<file path="config.mk">
export PLATFORM = sky130hd
export DESIGN_NAME = vga_text_fetch_flat
export DESIGN_NICKNAME = d
export VERILOG_FILES = /design/src/rtl/vga_text_pkg.sv /design/src/rtl/vga_text_fetch_if.sv /design/src/rtl/vga_timing.sv /design/src/rtl/vga_text_fetch.sv /design/src/flat_wrapper.sv
export SDC_FILE = /design/constraint.sdc
export NUM_CORES = 1
export LEC_CHECK = 0
export ABC_AREA = 1
export CAP_MARGIN = 20
export CORE_MARGIN = 2
export CORE_UTILIZATION = 50
export DETAILED_ROUTE_END_ITERATION = 12
export GPL_ROUTABILITY_DRIVEN = 0
export PLACE_DENSITY = 0.76
export SLEW_MARGIN = 20
export SYNTH_ARGS = -nofsm -noshare
export SYNTH_HDL_FRONTEND = slang
export SYNTH_SLANG_ARGS = --single-unit
</file>
<file path="constraint.sdc">
create_clock -name clk -period 3.43 [get_ports clk]
set_input_delay 0.686 -clock clk [delete_from_list [all_inputs] [get_ports clk]]
set_output_delay 0.686 -clock clk [all_outputs]
set_load 0.01 [all_outputs]
</file>
<file path="src/rtl/vga_text_pkg.sv">
// rtl/vga_text_pkg.sv - shared timing defaults, text geometry and cell-address helper
package vga_text_pkg;

    localparam int H_VIS_DEF  = 640;
    localparam int H_FP_DEF   = 16;
    localparam int H_SYNC_DEF = 96;
    localparam int H_BP_DEF   = 48;
    localparam int V_VIS_DEF  = 480;
    localparam int V_FP_DEF   = 10;
    localparam int V_SYNC_DEF = 2;
    localparam int V_BP_DEF   = 33;

    localparam int TEXT_COLS = 80;
    localparam int TEXT_ROWS = 30;
    localparam int CELL_W    = 8;
    localparam int CELL_H    = 16;
    localparam logic [7:0] CHR_SPACE = 8'h20;

    // Counter width leaves headroom for timings well beyond 800x525.
    localparam int CNT_W  = 12;
    localparam int ADDR_W = 12;

    // Cell index of the character covering pixel (hc, vc): row*TEXT_COLS + column.
    function automatic logic [ADDR_W-1:0] cell_addr(input logic [CNT_W-1:0] hc,
                                                    input logic [CNT_W-1:0] vc);
        logic [ADDR_W-1:0] cell_row;
        logic [ADDR_W-1:0] cell_col;
        cell_row = ADDR_W'(vc >> $clog2(CELL_H));
        cell_col = ADDR_W'(hc >> $clog2(CELL_W));
        return ADDR_W'(cell_row * ADDR_W'(TEXT_COLS)) + cell_col;
    endfunction

endpackage

</file>
<file path="src/rtl/vga_text_fetch_if.sv">
// rtl/vga_text_fetch_if.sv - text-buffer read port and glyph-stage output bundle
interface vga_text_fetch_if;
    import vga_text_pkg::*;

    logic [ADDR_W-1:0] text_addr;
    logic [7:0]        text_data;
    logic [7:0]        chr_val;
    logic [3:0]        row;
    logic [2:0]        col;
    logic [7:0]        pixel_mask;
    logic              active;
    logic              hsync;
    logic              vsync;
    logic              frame_start;

    modport master (
        output text_addr, chr_val, row, col, pixel_mask, active, hsync, vsync, frame_start,
        input  text_data
    );

    modport slave (
        input  text_addr, chr_val, row, col, pixel_mask, active, hsync, vsync, frame_start,
        output text_data
    );

endinterface

</file>
<file path="src/rtl/vga_timing.sv">
// rtl/vga_timing.sv - horizontal/vertical counters with raw visible, sync and origin flags
module vga_timing
    import vga_text_pkg::*;
#(
    parameter int H_VIS  = H_VIS_DEF,
    parameter int H_FP   = H_FP_DEF,
    parameter int H_SYNC = H_SYNC_DEF,
    parameter int H_BP   = H_BP_DEF,
    parameter int V_VIS  = V_VIS_DEF,
    parameter int V_FP   = V_FP_DEF,
    parameter int V_SYNC = V_SYNC_DEF,
    parameter int V_BP   = V_BP_DEF
) (
    input  logic             clk,
    input  logic             rst_n,
    input  logic             pix_en,
    output logic [CNT_W-1:0] hcount,
    output logic [CNT_W-1:0] vcount,
    output logic             visible,
    output logic             hsync_raw,
    output logic             vsync_raw,
    output logic             origin
);

    localparam logic [CNT_W-1:0] H_VIS_C  = CNT_W'(H_VIS);
    localparam logic [CNT_W-1:0] HS_START = CNT_W'(H_VIS + H_FP);
    localparam logic [CNT_W-1:0] HS_END   = CNT_W'(H_VIS + H_FP + H_SYNC);
    localparam logic [CNT_W-1:0] H_LAST   = CNT_W'(H_VIS + H_FP + H_SYNC + H_BP - 1);
    localparam logic [CNT_W-1:0] V_VIS_C  = CNT_W'(V_VIS);
    localparam logic [CNT_W-1:0] VS_START = CNT_W'(V_VIS + V_FP);
    localparam logic [CNT_W-1:0] VS_END   = CNT_W'(V_VIS + V_FP + V_SYNC);
    localparam logic [CNT_W-1:0] V_LAST   = CNT_W'(V_VIS + V_FP + V_SYNC + V_BP - 1);

    // Raster position: hcount wraps every line, vcount steps on that wrap and wraps per frame.
    always_ff @(posedge clk or negedge rst_n) begin
        if (!rst_n) begin
            hcount <= '0;
            vcount <= '0;
        end else if (pix_en) begin
            if (hcount == H_LAST) begin
                hcount <= '0;
                vcount <= (vcount == V_LAST) ? '0 : vcount + CNT_W'(1);
            end else begin
                hcount <= hcount + CNT_W'(1);
            end
        end
    end

    assign visible   = (hcount < H_VIS_C) && (vcount < V_VIS_C);
    assign hsync_raw = !((hcount >= HS_START) && (hcount < HS_END));
    assign vsync_raw = !((vcount >= VS_START) && (vcount < VS_END));
    assign origin    = (hcount == '0) && (vcount == '0);

endmodule

</file>
<file path="src/rtl/vga_text_fetch.sv">
// rtl/vga_text_fetch.sv - two-stage text-cell fetch pipeline aligned with VGA timing
module vga_text_fetch
    import vga_text_pkg::*;
#(
    parameter int H_VIS  = H_VIS_DEF,
    parameter int H_FP   = H_FP_DEF,
    parameter int H_SYNC = H_SYNC_DEF,
    parameter int H_BP   = H_BP_DEF,
    parameter int V_VIS  = V_VIS_DEF,
    parameter int V_FP   = V_FP_DEF,
    parameter int V_SYNC = V_SYNC_DEF,
    parameter int V_BP   = V_BP_DEF
) (
    input  logic              clk,
    input  logic              rst_n,
    input  logic              pix_en,
    vga_text_fetch_if.master  bus
);

    logic [CNT_W-1:0] hcount;
    logic [CNT_W-1:0] vcount;
    logic             visible;
    logic             hsync_raw;
    logic             vsync_raw;
    logic             origin;

    // Pixel attributes travelling alongside the outstanding text-buffer read.
    logic [2:0] s1_hpix;
    logic [3:0] s1_vrow;
    logic       s1_vis;
    logic       s1_hs;
    logic       s1_vs;
    logic       s1_fs;

    vga_timing #(
        .H_VIS (H_VIS),
        .H_FP  (H_FP),
        .H_SYNC(H_SYNC),
        .H_BP  (H_BP),
        .V_VIS (V_VIS),
        .V_FP  (V_FP),
        .V_SYNC(V_SYNC),
        .V_BP  (V_BP)
    ) u_timing (
        .clk      (clk),
        .rst_n    (rst_n),
        .pix_en   (pix_en),
        .hcount   (hcount),
        .vcount   (vcount),
        .visible  (visible),
        .hsync_raw(hsync_raw),
        .vsync_raw(vsync_raw),
        .origin   (origin)
    );

    // First stage: issue the cell read and latch the attributes that pair with its data.
    always_ff @(posedge clk or negedge rst_n) begin
        if (!rst_n) begin
            bus.text_addr <= '0;
            s1_hpix       <= '0;
            s1_vrow       <= '0;
            s1_vis        <= 1'b0;
            s1_hs         <= 1'b1;
            s1_vs         <= 1'b1;
            s1_fs         <= 1'b0;
        end else if (pix_en) begin
            bus.text_addr <= visible ? cell_addr(hcount, vcount) : '0;
            s1_hpix       <= hcount[2:0];
            s1_vrow       <= vcount[3:0];
            s1_vis        <= visible;
            s1_hs         <= hsync_raw;
            s1_vs         <= vsync_raw;
            s1_fs         <= origin;
        end
    end

    // Second stage: combine returned character with glyph coordinates; blanking shows a space.
    always_ff @(posedge clk or negedge rst_n) begin
        if (!rst_n) begin
            bus.chr_val     <= CHR_SPACE;
            bus.row         <= '0;
            bus.col         <= 3'd7;
            bus.pixel_mask  <= '0;
            bus.active      <= 1'b0;
            bus.hsync       <= 1'b1;
            bus.vsync       <= 1'b1;
            bus.frame_start <= 1'b0;
        end else if (pix_en) begin
            if (s1_vis) begin
                bus.chr_val    <= bus.text_data;
                bus.row        <= s1_vrow;
                bus.col        <= 3'd7 - s1_hpix;
                bus.pixel_mask <= 8'b1 << (3'd7 - s1_hpix);
                bus.active     <= 1'b1;
            end else begin
                bus.chr_val    <= CHR_SPACE;
                bus.row        <= '0;
                bus.col        <= 3'd7;
                bus.pixel_mask <= '0;
                bus.active     <= 1'b0;
            end
            bus.hsync       <= s1_hs;
            bus.vsync       <= s1_vs;
            bus.frame_start <= s1_fs;
        end
    end

endmodule

</file>
<file path="src/flat_wrapper.sv">
// flat-port wrapper written by rule: the top's interface ports become plain ports
module vga_text_fetch_flat import vga_text_pkg::*;
#(
    parameter int H_VIS  = H_VIS_DEF,
    parameter int H_FP   = H_FP_DEF,
    parameter int H_SYNC = H_SYNC_DEF,
    parameter int H_BP   = H_BP_DEF,
    parameter int V_VIS  = V_VIS_DEF,
    parameter int V_FP   = V_FP_DEF,
    parameter int V_SYNC = V_SYNC_DEF,
    parameter int V_BP   = V_BP_DEF
)
  (clk, rst_n, pix_en, bus_text_addr, bus_chr_val, bus_row, bus_col, bus_pixel_mask, bus_active, bus_hsync, bus_vsync, bus_frame_start, bus_text_data);
  vga_text_fetch_if bus_i ();
  input  logic clk;
  input  logic rst_n;
  input  logic pix_en;
  output wire logic [$bits(bus_i.text_addr)-1:0] bus_text_addr;
  output wire logic [$bits(bus_i.chr_val)-1:0] bus_chr_val;
  output wire logic [$bits(bus_i.row)-1:0] bus_row;
  output wire logic [$bits(bus_i.col)-1:0] bus_col;
  output wire logic [$bits(bus_i.pixel_mask)-1:0] bus_pixel_mask;
  output wire logic [$bits(bus_i.active)-1:0] bus_active;
  output wire logic [$bits(bus_i.hsync)-1:0] bus_hsync;
  output wire logic [$bits(bus_i.vsync)-1:0] bus_vsync;
  output wire logic [$bits(bus_i.frame_start)-1:0] bus_frame_start;
  input wire logic [$bits(bus_i.text_data)-1:0] bus_text_data;
  assign bus_text_addr = bus_i.text_addr;
  assign bus_chr_val = bus_i.chr_val;
  assign bus_row = bus_i.row;
  assign bus_col = bus_i.col;
  assign bus_pixel_mask = bus_i.pixel_mask;
  assign bus_active = bus_i.active;
  assign bus_hsync = bus_i.hsync;
  assign bus_vsync = bus_i.vsync;
  assign bus_frame_start = bus_i.frame_start;
  assign bus_i.text_data = bus_text_data;
  vga_text_fetch #(.H_VIS(H_VIS), .H_FP(H_FP), .H_SYNC(H_SYNC), .H_BP(H_BP), .V_VIS(V_VIS), .V_FP(V_FP), .V_SYNC(V_SYNC), .V_BP(V_BP)) u_core (.clk(clk), .rst_n(rst_n), .pix_en(pix_en), .bus(bus_i));
endmodule
</file>
# Yosys cells after proc, flatten, opt, wreduce, memory -nomap -nowiden
# Cells that the tools add are included.
# classes
add_sub_neg	4
mul	1
div	0
order_cmp	6
eq_ne	2
n_shift	1
muxes	8
bitwise	0
reduce_logical	9
# ops
op	n
12-bit two-way mux	3
12-bit by 1-bit adder with 12-bit output (second input constant)	2
12-bit by 10-bit equality test with 1-bit output (second input constant)	2
12-bit logical NOT	2
12-bit by 10-bit < comparator with 1-bit output (second input constant)	2
12-bit by 9-bit < comparator with 1-bit output (second input constant)	2
8-bit two-way mux	2
12-bit by 9-bit adder with 12-bit output	1
12-bit by 10-bit greater-or-equal comparator with 1-bit output (second input constant)	1
12-bit by 9-bit greater-or-equal comparator with 1-bit output (second input constant)	1
8-bit by 3-bit multiplier with 8-bit output (second input constant)	1
1-bit by 3-bit << shifter with 8-bit output (first input constant)	1
1-bit logical AND	4
4-bit two-way mux	1
3-bit two-way mux	1
3-bit subtractor (first input constant)	1
1-bit logical NOT	2
2-bit AND reduction	1
1-bit two-way mux	1
# word_totals
regBits	74
latch_bits	0
ramBits	0
rom_bits	0
in_bits	11
out_inout_bits	39
elab_cells	48
memories	0

# Depth between registers and ports, before layout
# depth
depth_word	3
mapped_depth	13
depth_no_buf	13

# By module
# From an unflattened synthesis, not the netlist that was laid out.
# unflattened
hier_cells	469
area_unflattened_um2	3901.2
# by_module_without_submodules
module	instances	cells_each	area_each_um2	seq_area_each_um2
vga_text_fetch	1	251	2328.5	1261.2
vga_timing	1	218	1572.8	600.6

# Worst setup path before layout
# No wires, ideal clock.
# synth_path
path_type	reg2reg
startpoint	register u_core.u_timing.vcount[5]
endpoint	register u_core.bus.text_addr[11]
setup_ns	0.117
t_arrival_ns	2.324
required_ns	3.313
slack_ns	0.989
path_stages_with_launch	14
path_buffers	0
period_less_slack_ns	2.441
cell_sequence	dfrtp_1 -> ha_1 -> ha_1 -> fa_1 -> ha_1 -> nand2_1 -> nor2_1 -> nand2_1 -> nand3_1 -> inv_1 -> nor2_1 -> nand2_1 -> nand3_1 -> nand2_1
# synth_via
elab_chain_cells	3
word_cells_on_any_way	5
cone_classes	add/sub: 1; mul: 1; order compare: 1; mux: 1; reduce/logical: 1
# synth_rtl
element	line	text
from (decl)	vga_timing.sv:18	output logic [CNT_W-1:0] vcount,
from (signal assigned)	vga_timing.sv:42	vcount <= (vcount == V_LAST) ? '0 : vcount + CNT_W'(1);
8-bit by 3-bit multiplier with 8-bit output or 12-bit by 9-bit < comparator with 1-bit output (tied branches)	vga_text_pkg.sv:30, vga_timing.sv:49	
12-bit by 9-bit adder with 12-bit output or 1-bit logical AND (tied branches)	vga_text_pkg.sv:30, vga_timing.sv:49	
12-bit two-way mux (*)	vga_text_fetch.sv:67	bus.text_addr <= visible ? cell_addr(hcount, vcount) : '0;
to (signal assigned)	vga_text_fetch.sv:67	
to (decl)	vga_text_fetch_if.sv:17	output text_addr, chr_val, row, col, pixel_mask, active, hsync, vsync, frame_start,
# Every way passes the cells marked *; elsewhere a longest branch is shown, timed or not.
# A chain may end at the register's enable or synchronous reset.

# Worst setup path after layout
# Same ends and word-level chain as after synthesis.

==> metrics.md <==
| Metric | Value |
|---|---|
| Status | finished, final reports clean |
| TritonCTS clock tree | yes |
| Gr busiest metal | met2 |
| Post-cts resize count | 0 |
| DRC viols | 0 |
| Seq/Total Area, Yosys | 49.1% |
| Final setup TNS | 0 ns |
| CTS root buf | clkbuf_8 |
| Max Cap Viol | 0 |
| Fin crit period | 2.60 ns |
| R2R Path Start | u_core.u_timing.vcount[5] |
| Slowest CP cell | dfrtp_1 |
| Layout area overhead | 20.5% |
| Layout cell share with drive strength beyond 1 | 8.68% |
| Top_reg_cell synth | dfrtp_1 |
| Fmax | 0.384 GHz |
| Post-route cell area | 0.00457 mm² |
| First-pass GRT wire length | 14.4 mm |
| Syn Std Cell Area | 0.00379 mm² |
| TritonRoute pass-1 iters | 4 |
| Max incr delay on CP | 0.49 ns |
| Final worst-path cycle share | 75.9% |
| Final setup vio count | 0 |
| Worst relative slew slack | 65.8% |
| Clock Tree Buf Depth | 2 |
| Placed Cells | 590 |
| Die width | 91.1 µm |
| Sink Count | 74 |
| Via density | 5.26 |
| Met1 usage | 28.2% |
| CP Data Arrival Time | 2.86 ns |
| 1st-iter DRT viols | 121 |
| Worst-path cell chain | ha_1 -> ha_1 -> fa_1 -> ha_1 -> nand2_1 -> nor2_1 -> nand2_1 -> nand3_1 -> inv_1 -> nor2_1 -> nand2_1 -> nand3_1 -> nand2_1 |
| Final std cells w/o fill | 606 |
| Wire length per cell | 13.3 µm |
| Synthesized Nets | 478 |
| Flop2flop setup slack | 0.83 ns |
| Initial Util | 52.0% |
| GRT overflow | 0 |
| Placed cell area | 0.00439 mm² |
| Post-synth EDFFs | 0 |
| GR Util met3 | 3.57% |
| Critical Path End Type | register |
| Number of global-route vias before repair | 3154 |
| Pwr Density | 474 mW/mm² |
| Most common library cells after synthesis | nand2_1 (113), dfrtp_1 (66), inv_1 (52), o21ai_0 (42), nand3_1 (30) |
| Crit path launch type | register |
| # rows | 31 |
| Pin count of the biggest net entering global routing | 33 |
| DP HPWL | 5.79 mm |
| GR Layer Usage met2 | 34.5% |
| CP Class | register to register |
| Worst Path Max Fanout | 8 |
| Post-Syn Instances | 447 |
| # diodes | 0 |
| Largest cells by area after synthesis | dfrtp_1 (44%), nand2_1 (11%), ha_1 (5.9%) |
| Area share of the largest cell type after synthesis | 43.5% |
| Antenna-violating nets left | 0 |
| # port buffers | 49 |
| Total routed wirelength | 8.08 mm |
| Reg clk slew, reported paths | 0.09 ns |
| Fin Clk Skew | 0.00890 ns |
| Core Area | 0.00729 mm² |
| GRT Total Usage | 21.2% |
| Inserted Clock Buffers | 9 |
| IO Pins | 50 |
| Worst r2r dst | u_core.bus.text_addr[11] |
| Synth Warn # | 0 |
| FF+latch count, synth | 74 |
| H-Tree Level Count | 3 |
| Pleak | 2.15 nW |
| Cell with the most instances after synthesis | nand2_1 |
| CTS Hold Bufs | 0 |
| Die Y | 91.1 µm |
| Final Hold Vio Count | 0 |
| Antenna violations before repair | 0 |
| Vias | 3187 |
| Critical Path RT | 3.68 ns |
| Avg Cell Area, Syn | 8.49 µm² |
| Final Slew Violations | 0 |
| Reg2reg path depth | 13 |
| VDD IR-drop max | 226 µV |
| Layout Nets | 533 |
| Most frequent cell on the critical path | nand2_1 |
| Synth unique cells | 31 |
| Post-CTS Setup Inserts | 0 |
| Async set-reset flop share out of synthesis | 100% |
| HP Class | input pin to async pin |
| Worst skew pair latency | 0.36 ns |
| Die ar. | 0.00830 mm² |
| RSZ-0062 raised after global routing | false |
| Area leader, netlist | dfrtp_1 |
| Worst Max-Slew Pin Slew | 0.513 ns |
[cell type report]
cell class | count | area, µm²
multi-input cells | 306 | 1670
flip-flops and latches | 74 | 1860
fillers | 613 | 2720
clock inverters | 7 | 60.1
repair buffers | 53 | 515
clock buffers | 9 | 124
inverters | 58 | 218
well taps | 99 | 124
[logic make-up (layout without fill, tap and decap cells)]
kind of cell,count (synthesis),after routing,synth area share (%)
AOI/OAI and AO/OA,70,70,10.4
xor gates and xnor gates,13,13,3.00
adders and majority gates,20,20,6.99
buffers and inverters,67,127,6.96
DFF,74,74,49.1
and+or+nand+nor,203,203,23.6
[metrics by stage]
step / hold slack [ns] / util (%) / power [mW] / worst slack, ns
after floorplan: 0.390 / - / 1.36 / 0.989
after global placement: 0.446 / 60.2 / 1.52 / 0.904
after detailed placement: 0.457 / 60.2 / 1.54 / 0.828
after CTS: 0.273 / 62.7 / 2.18 / 0.820
after global routing: 0.298 / 62.7 / 2.30 / 0.630
final: 0.266 / 62.7 / 2.17 / 0.826
[registers in the layout (all words and copies together), names as in the netlist, 3 cells and up]
register,count
u_core.s1_vrow,4
u_core.bus.chr_val,8
u_core.u_timing.vcount,12
u_core.bus.col,3
u_core.s1_hpix,3
u_core.bus.pixel_mask,8
u_core.bus.row,4
u_core.u_timing.hcount,12
u_core.bus.text_addr,12
[routing by layer]
metal	part of all wire (%)	up-vias	wire, µm
li1	-	1583	-
met1	45	1482	3630
met2	47	104	3830
met3	5.3	18	431
met4	2.4	0	192
met5	0	-	0
[how the worst max path moves through the flow]
stage,cells after the start,start,endpoint
2_1_floorplan,13,u_core.u_timing.vcount[5],u_core.bus.text_addr[11]
3_3_place_gp,13,u_core.u_timing.vcount[5],u_core.bus.text_addr[11]
3_5_place_dp,13,u_core.u_timing.vcount[5],u_core.bus.text_addr[11]
4_1_cts,13,u_core.u_timing.vcount[5],u_core.bus.text_addr[11]
5_1_grt,13,u_core.u_timing.vcount[5],u_core.bus.text_addr[11]
6_report,13,u_core.u_timing.vcount[5],u_core.bus.text_addr[11]
[critical path, delay by kind of cell (launching register included)]
family | cells | cell delay [ns]
buffers and inverters | 1 | 0.06
DFF | 1 | 0.49
and+or+nand+nor | 8 | 0.61
adders and majority gates | 4 | 1.34
[power by group]
group          leakage (nW)  switching (mW)  internal, mW  total [mW]
clock                0.0848           0.370         0.275       0.645
sequential            0.936           0.107         0.967        1.07
combinational          1.13           0.266         0.184       0.450
total                  2.15           0.743          1.43        2.17
[layout by cell type (no fill, tap or decap), types with 3 or more instances in the layout]
cell type        Yosys  layout
a21oi_1              7       7
a22o_1               7       7
buf_4                0       4
clkbuf_8             0       9
clkdlybuf4s50_1      0      48
clkinvlp_4           0       3
dfrtp_1             66      66
dfstp_2              8       8
ha_1                18      18
inv_1               52      52
inv_2                6       6
inv_6                0       3
nand2_1            113     113
nand3_1             30      30
nand4_1             11      11
nor2_1              23      23
nor3_1              16      16
nor3_2               3       3
o21ai_0             42      42
o21ai_1              8       8
xor2_1              12      12
Power figures use the tool's default switching activity.
